$ cat src/rtl/dft_selftest_seq_if.sv
// Handshake bundle between the self-test sequencer, the system test controller
// and the DFT core / output-checker pair.
interface dft_selftest_seq_if;
    logic       start;
    logic       abort;
    logic       dft_done;
    logic [7:0] outp;
    logic [2:0] k;
    logic       dft_start;
    logic       busy;
    logic       done;
    logic [7:0] pass_mask;
    logic       all_pass;
    logic       timeout_err;
    logic [2:0] err_case;

    modport master (
        output start, abort, dft_done, outp,
        input  k, dft_start, busy, done, pass_mask, all_pass, timeout_err, err_case
    );

    modport slave (
        input  start, abort, dft_done, outp,
        output k, dft_start, busy, done, pass_mask, all_pass, timeout_err, err_case
    );
endinterface

$ cat src/rtl/dft_selftest_seq.sv
// BIST sequencer: runs the DFT core once per test case, waits for completion
// with a timeout, samples the checker flag for that case and builds a pass mask.
module dft_selftest_seq #(
    parameter int NUM_CASES = 8,
    parameter int TIMEOUT   = 1023,
    parameter int SETTLE    = 2
) (
    input  logic               clk,
    input  logic               rst_n,
    dft_selftest_seq_if.slave  bus
);
    localparam int         WAIT_W    = $clog2(TIMEOUT + 1);
    localparam int         SETL_W    = $clog2(SETTLE + 1);
    localparam logic [2:0] LAST_K    = 3'(NUM_CASES - 1);
    localparam logic [7:0] CASE_MASK = 8'((1 << NUM_CASES) - 1);

    typedef enum logic [2:0] {
        S_IDLE, S_LAUNCH, S_WAIT, S_SETTLE, S_CHECK, S_NEXT, S_FINISH
    } state_t;

    state_t              state, state_n;
    logic [WAIT_W-1:0]   wait_cnt;
    logic [SETL_W-1:0]   settle_cnt;
    logic [2:0]          k;
    logic [7:0]          pass_mask;
    logic                all_pass;
    logic                timeout_err;
    logic [2:0]          err_case;

    logic ld_run, ld_settle, hit_timeout, wr_pass, inc_k, set_all_pass;

    always_ff @(posedge clk or negedge rst_n) begin
        if (!rst_n) state <= S_IDLE;
        else        state <= state_n;
    end

    always_comb begin
        state_n      = state;
        ld_run       = 1'b0;
        ld_settle    = 1'b0;
        hit_timeout  = 1'b0;
        wr_pass      = 1'b0;
        inc_k        = 1'b0;
        set_all_pass = 1'b0;
        // Abort beats every other transition, including a completion in WAIT.
        if (bus.abort && state != S_IDLE) begin
            state_n = S_IDLE;
        end else begin
            case (state)
                S_IDLE: begin
                    if (bus.start) begin
                        ld_run  = 1'b1;
                        state_n = S_LAUNCH;
                    end
                end
                S_LAUNCH: state_n = S_WAIT;
                S_WAIT: begin
                    // dft_done on the final allowed cycle still counts as success.
                    if (bus.dft_done) begin
                        ld_settle = 1'b1;
                        state_n   = S_SETTLE;
                    end else if (wait_cnt == WAIT_W'(TIMEOUT - 1)) begin
                        hit_timeout = 1'b1;
                        state_n     = S_FINISH;
                    end
                end
                S_SETTLE: begin
                    if (settle_cnt == '0) state_n = S_CHECK;
                end
                S_CHECK: begin
                    wr_pass = 1'b1;
                    state_n = S_NEXT;
                end
                S_NEXT: begin
                    if (k == LAST_K) begin
                        set_all_pass = 1'b1;
                        state_n      = S_FINISH;
                    end else begin
                        inc_k   = 1'b1;
                        state_n = S_LAUNCH;
                    end
                end
                S_FINISH: state_n = S_IDLE;
                default:  state_n = S_IDLE;
            endcase
        end
    end

    always_ff @(posedge clk or negedge rst_n) begin
        if (!rst_n) begin
            wait_cnt    <= '0;
            settle_cnt  <= '0;
            k           <= '0;
            pass_mask   <= '0;
            all_pass    <= 1'b0;
            timeout_err <= 1'b0;
            err_case    <= '0;
        end else begin
            if (state == S_LAUNCH)    wait_cnt <= '0;
            else if (state == S_WAIT) wait_cnt <= wait_cnt + 1'b1;

            if (ld_settle)                                settle_cnt <= SETL_W'(SETTLE - 1);
            else if (state == S_SETTLE && settle_cnt != '0) settle_cnt <= settle_cnt - 1'b1;

            if (ld_run) begin
                k           <= '0;
                pass_mask   <= '0;
                all_pass    <= 1'b0;
                timeout_err <= 1'b0;
                err_case    <= '0;
            end
            if (hit_timeout) begin
                timeout_err <= 1'b1;
                err_case    <= k;
                all_pass    <= 1'b0;
            end
            if (wr_pass) pass_mask[k] <= bus.outp[k];
            if (inc_k)   k <= k + 3'd1;
            // Registered on entry to FINISH so it is already valid alongside done.
            if (set_all_pass) all_pass <= (&(pass_mask | ~CASE_MASK)) & ~timeout_err;
        end
    end

    assign bus.dft_start   = (state == S_LAUNCH) && !bus.abort;
    assign bus.done        = (state == S_FINISH) && !bus.abort;
    assign bus.busy        = (state != S_IDLE);
    assign bus.k           = k;
    assign bus.pass_mask   = pass_mask;
    assign bus.all_pass    = all_pass;
    assign bus.timeout_err = timeout_err;
    assign bus.err_case    = err_case;
endmodule

$ cat src/flat_wrapper.sv
// flat-port wrapper written by rule: the top's interface ports become plain ports
module dft_selftest_seq_flat 
#(
    parameter int NUM_CASES = 8,
    parameter int TIMEOUT   = 1023,
    parameter int SETTLE    = 2
)
  (clk, rst_n, bus_start, bus_abort, bus_dft_done, bus_outp, bus_k, bus_dft_start, bus_busy, bus_done, bus_pass_mask, bus_all_pass, bus_timeout_err, bus_err_case);
  dft_selftest_seq_if bus_i ();
  input  logic clk;
  input  logic rst_n;
  input wire logic [$bits(bus_i.start)-1:0] bus_start;
  input wire logic [$bits(bus_i.abort)-1:0] bus_abort;
  input wire logic [$bits(bus_i.dft_done)-1:0] bus_dft_done;
  input wire logic [$bits(bus_i.outp)-1:0] bus_outp;
  output wire logic [$bits(bus_i.k)-1:0] bus_k;
  output wire logic [$bits(bus_i.dft_start)-1:0] bus_dft_start;
  output wire logic [$bits(bus_i.busy)-1:0] bus_busy;
  output wire logic [$bits(bus_i.done)-1:0] bus_done;
  output wire logic [$bits(bus_i.pass_mask)-1:0] bus_pass_mask;
  output wire logic [$bits(bus_i.all_pass)-1:0] bus_all_pass;
  output wire logic [$bits(bus_i.timeout_err)-1:0] bus_timeout_err;
  output wire logic [$bits(bus_i.err_case)-1:0] bus_err_case;
  assign bus_i.start = bus_start;
  assign bus_i.abort = bus_abort;
  assign bus_i.dft_done = bus_dft_done;
  assign bus_i.outp = bus_outp;
  assign bus_k = bus_i.k;
  assign bus_dft_start = bus_i.dft_start;
  assign bus_busy = bus_i.busy;
  assign bus_done = bus_i.done;
  assign bus_pass_mask = bus_i.pass_mask;
  assign bus_all_pass = bus_i.all_pass;
  assign bus_timeout_err = bus_i.timeout_err;
  assign bus_err_case = bus_i.err_case;
  dft_selftest_seq #(.NUM_CASES(NUM_CASES), .TIMEOUT(TIMEOUT), .SETTLE(SETTLE)) u_core (.clk(clk), .rst_n(rst_n), .bus(bus_i));
endmodule
$ cat config.mk
export PLATFORM = sky130hd
export DESIGN_NAME = dft_selftest_seq_flat
export DESIGN_NICKNAME = d
export VERILOG_FILES = /design/src/rtl/dft_selftest_seq_if.sv /design/src/rtl/dft_selftest_seq.sv /design/src/flat_wrapper.sv
export SDC_FILE = /design/constraint.sdc
export NUM_CORES = 1
export LEC_CHECK = 0
export CORE_ASPECT_RATIO = 0.5
export CORE_MARGIN = 10
export CORE_UTILIZATION = 40
export DETAILED_ROUTE_END_ITERATION = 6
export GPL_TIMING_DRIVEN = 0
export PLACE_DENSITY_LB_ADDON = 0.3
export SLEW_MARGIN = 20
export SYNTH_ARGS = -nofsm -noshare
export SYNTH_HDL_FRONTEND = slang
export SYNTH_SLANG_ARGS = --single-unit
$ cat constraint.sdc
create_clock -name clk -period 2.2 [get_ports clk]
set_input_delay 0.22 -clock clk [delete_from_list [all_inputs] [get_ports clk]]
set_output_delay 0.22 -clock clk [all_outputs]
set_load 0.01 [all_outputs]
# Word level (Yosys, flattened, before mapping)
# Index checks and enable logic that the tools add are counted.
# W data, S select, Z words.
# totals
ff_bits,31
latchBits,0
mem_bits_rw,0
mem_bits_ro,0
inputBits,13
n_memories,0
# op_classes
n_addsub,3
n_mul,0
n_div,0
n_lt_le_gt_ge,2
eq_ne,11
shift,0
mux,43
bitwise_logic,2
reduce_logical,17
# op_table
op,count
$mux W3,9
$mux W1,24
$mux W10,2
$pmux W3 S6,1
$mux W8,2
$eq A3 B3 Y1 const B,4
$add A10 B1 Y10 const B,1
$eq A10 B10 Y1 const B,1
$reduce_bool A2 Y1,5
$bwmux W8,1
$reduce_and A8 Y1,1
$eq A3 B2 Y1 const B,2
$reduce_bool A3 Y1,2
$logic_and A1 B1 Y1,5
$lt A3 B4 Y1 const B,1
$mux W2,2
$ne A4 B2 Y1 const B,1
$add A3 B1 Y3 const B,1
$bmux W1 S3,1
$demux W1 S3,1
$eq A3 B1 Y1 const B,1
$ge A3 B1 Y1 const B,1
$logic_not A3 Y1,1
$ne A3 B1 Y1 const B,1
7 further kinds,7

# Depth between registers and ports, before layout
# logic_depth
word_depth,7
mapped_depth,7

# Worst setup path after synthesis
# Ideal clock, no wire load.
# synth_timing
path_kind,reg-to-reg
from,register u_core.k[0] (netlist: u_core.bus.k[0])
to,register u_core.k[0] (netlist: u_core.bus.k[0])
setup_ns,0.125
t_arrival_ns,1.455
required_time_ns,2.075
slack_ns,0.620
path_stages_with_launch,6
n_path_buf,0
synth_period_minus_slack_ns,1.580
cell_sequence,dfrtp_1 ha_1 ha_1 nor3_2 a21oi_1 mux2_2
# synth_via
elab_chain_cells,5
elab_cells_between_ends,7
cone_classes,add/sub (1); eq/ne (1); mux (4); reduce/logical (1)
# synth_lines
item,line,rtl
from (decl),dft_selftest_seq.sv:24,logic [2:0] k;
from (signal assigned),dft_selftest_seq.sv:118,if (inc_k) k <= k + 3'd1;
$eq A3 B3 Y1,dft_selftest_seq.sv:75,if (k == LAST_K) begin
$mux W1,dft_selftest_seq.sv:75,
$mux W1,dft_selftest_seq.sv:49,case (state)
$mux W1,dft_selftest_seq.sv:46,if (bus.abort && state != S_IDLE) begin
$mux W3 / $reduce_bool A2 Y1 (equally long branches),n/a,
# Parallel ways exist; a longest one is shown, timed or not.
# A chain may end at the register's enable or synchronous reset.

# Worst setup path after layout
# layout_timing
from,register u_core.state[1]
to,output bus_dft_start
# layout_via
elab_chain_cells,2
# layout_lines
item,line,rtl
from (decl),dft_selftest_seq.sv:21,"state_t state, state_n;"
from (signal assigned),dft_selftest_seq.sv:34,else state <= state_n;
$eq A3 B1 Y1,dft_selftest_seq.sv:124,assign bus.dft_start = (state == S_LAUNCH) && !bus.abort;
$logic_and A1 B1 Y1,dft_selftest_seq.sv:124,
to (decl),flat_wrapper.sv:17,output wire logic [$bits(bus_i.dft_start)-1:0] bus_dft_start;
# No other way between the ends.

==> reports/metrics.csv <==
metric,value,unit
outcome,finished with violations,
violations,hold timing,
period_minus_slack,2060,ps
critPathTopFamily,buffers and inverters,
cts_hold_buf,0,
drive_gt1_frac,0.112,
power.density,947,nW/um^2
tightestPinTransition,732,ps
synth-seq-cells,31,
cts_made_buffers,5,
cts_setup_buffers,0,
post-route-util,0.538,
postSynth.asyncResetShare,1.00,
slew_headroom,0.512,
critPathMaxFanout,10,
mostFrequentLayoutCells,"30 x dfrtp_1, 29 x clkdlybuf4s50_1, 26 x nand2_1",
ys_seq_area_frac,0.393,
clk-insertion-delay-late,280,ps
cts-root-buf,clkbuf_8,
startpoint_type,flip-flop,
slowest_delay,580,ps
ys.flop_type,dfrtp_1,
cap_violations,0,
portBuffers,30,
area_growth,24.5,%
worstReg2RegStart,u_core.state[2],
max_freq,486,MHz
routed-via-count,1801,
fillers,458,
gp_congestion,0.860,
ys_top_cells_by_area,"dfrtp_1 39%, mux2i_1 5.6%, nand2_1 4.9%",
total_power,2.33,mW
die_area,8320,um^2
syn_inst,223,
wl_per_cell,16.1,um
die_x,119,um
dpl.hpwl,3820,um
dr.pass1.iters,4,
grt_setup_unrepaired,false,
seq_area,777,um^2
antenna_found_initial,0,
diodes,0,
slowest_stage,clkdlybuf4s50_1,
grt.total_usage,0.124,
peakVddDrop,0.372,mV
synth_top_area_share,0.393,
setup_viol,0,
r2r-end,u_core.bus.all_pass,
grt_max_degree,32,
io_pins,32,
multi_input_area,1090,um^2
crit_chain,buf_4 -> buf_2 -> nor3_1 -> clkdlybuf4s50_1,
skew,7.51,ps
drtAntennaViolNets,0,
clk_pin_slew,70,ps
yosysWarnings,0,
htree_levels,2,
end_kind,primary output,
p_leak,1.04,nW
final_common_cell,dfrtp_1,
grt_pass1_vias,1820,
report.final.slew_viol_count,0,
syn_nets,241,
grt_pass1_wl,8830,um
clockBufferDepth,2,
clock-sinks,31,
hp-class,input port to asynchronous set/reset pin,
design.core.area,4570,um^2
netlist_area,1980,um^2
worst-setup-path-type,flip-flop to primary output,
drc,0,
synth_area_leader_cell,dfrtp_1,
routed_wl,5230,um
fp.dieH,69.7,um
cts_tree,done,
worst-path-buf-inv,3,
r2r_setup_slack,290,ps
worstSetupPathDepth,4,
timing.hold.ws,-10.3,ps
dr.first_iter.drc_count,65,
hold_viol,26,
crit_arrival,1840,ps
fin_crit_sh,0.936,
reg2reg_depth,4,
grt_remaining_overflow,0,
cp_data_required_time,1980,ps
fin_nets,276,
synth.distinct_cells,51,
initial_core_util,0.432,
synth_edf_count,0,
syn_avg_cell_area,8.86,um^2
row_count,17,
avgViaCountPerCell,5.54,
## synthesized netlist by cell type (3+ instances only)
| cell | instances |
|---|---|
| a31oi_1 | 3 |
| o41ai_1 | 4 |
| ha_1 | 5 |
| mux2i_1 | 11 |
| dfrtp_1 | 31 |
| nand2_1 | 26 |
| nand3_1 | 11 |
| nand2b_1 | 6 |
| nand3b_1 | 3 |
| nor4_1 | 4 |
| and3_1 | 3 |
| o21ai_0 | 19 |
| buf_2 | 6 |
| clkbuf_1 | 4 |
| inv_1 | 11 |
| nor2_1 | 12 |
| nor3_1 | 8 |
| a21oi_1 | 16 |
## registers in the layout, indices dropped and copies added, names as in the netlist
name and count:
u_core.bus.timeout_err 1, u_core.wait_cnt 10, u_core.settle_cnt 2, u_core.bus.pass_mask 8, u_core.bus.err_case 3, u_core.bus.k 3, u_core.bus.all_pass 1, u_core.state 3
## layout make-up
type | count | share of cell area
multi-input combinational | 167 | 0.442
tap | 66 | 0.0336
buffer | 12 | 0.0264
clock buffer | 5 | 0.0280
sequential | 31 | 0.316
clock inverter | 3 | 0.0178
timing repair buffer | 30 | 0.120
inverter | 11 | 0.0168
## power breakdown
part / switching (mW) / leakage, nW / total, mW / internal [mW]
clock: 0.234 / 0.0581 / 0.571 / 0.337
combinational: 0.608 / 0.563 / 1.02 / 0.409
sequential: 0.101 / 0.424 / 0.741 / 0.640
## routing by layer
| layer | part of all wire | wire (um) | track usage |
|---|---|---|---|
| met5 | 0 | 0 | 0 |
| met4 | 0.0078 | 41 | 0.0355 |
| met3 | 0.046 | 242 | 0.0348 |
| met2 | 0.50 | 2630 | 0.214 |
| met1 | 0.44 | 2320 | 0.147 |
## per-stage QoR
stage	TNS [ps]	instance area, um^2	std cells	worst slack [ps]
finish	0	2460	325	141
global route	0	2460	325	47.3
CTS	0	2460	326	2.87
detailed placement	-6.88	2350	319	-6.88
global placement	0	2360	319	23.1
floorplan	0	1980	223	620
## logic make-up (layout without fill, tap and decap cells)
group,after synthesis,count (layout),synth area share
mux,12,12,0.0614
fa+ha+maj,5,5,0.0317
buf+inv,25,61,0.0576
simple gates,89,89,0.244
xor+xnor,1,1,0.00443
flops,31,31,0.393
compound gates,60,60,0.208
## what timing repair did
item | in CTS | in global routing
gates resized for setup | 1 | 0
endpoints found under the setup margin | 2 | 2
endpoints found under the hold margin | 0 | 0
## how the worst max path moves through the flow
stage                    start               to  slack [ps]
2_1_floorplan  u_core.bus.k[0]  u_core.bus.k[0]         620
3_3_place_gp   u_core.state[2]         bus_done          20
3_5_place_dp   u_core.state[2]         bus_done          -7
4_1_cts        u_core.state[2]         bus_done           3
5_1_grt        u_core.state[1]    bus_dft_start          50
6_report       u_core.state[1]    bus_dft_start         140
Power figures use the tool's default switching activity.
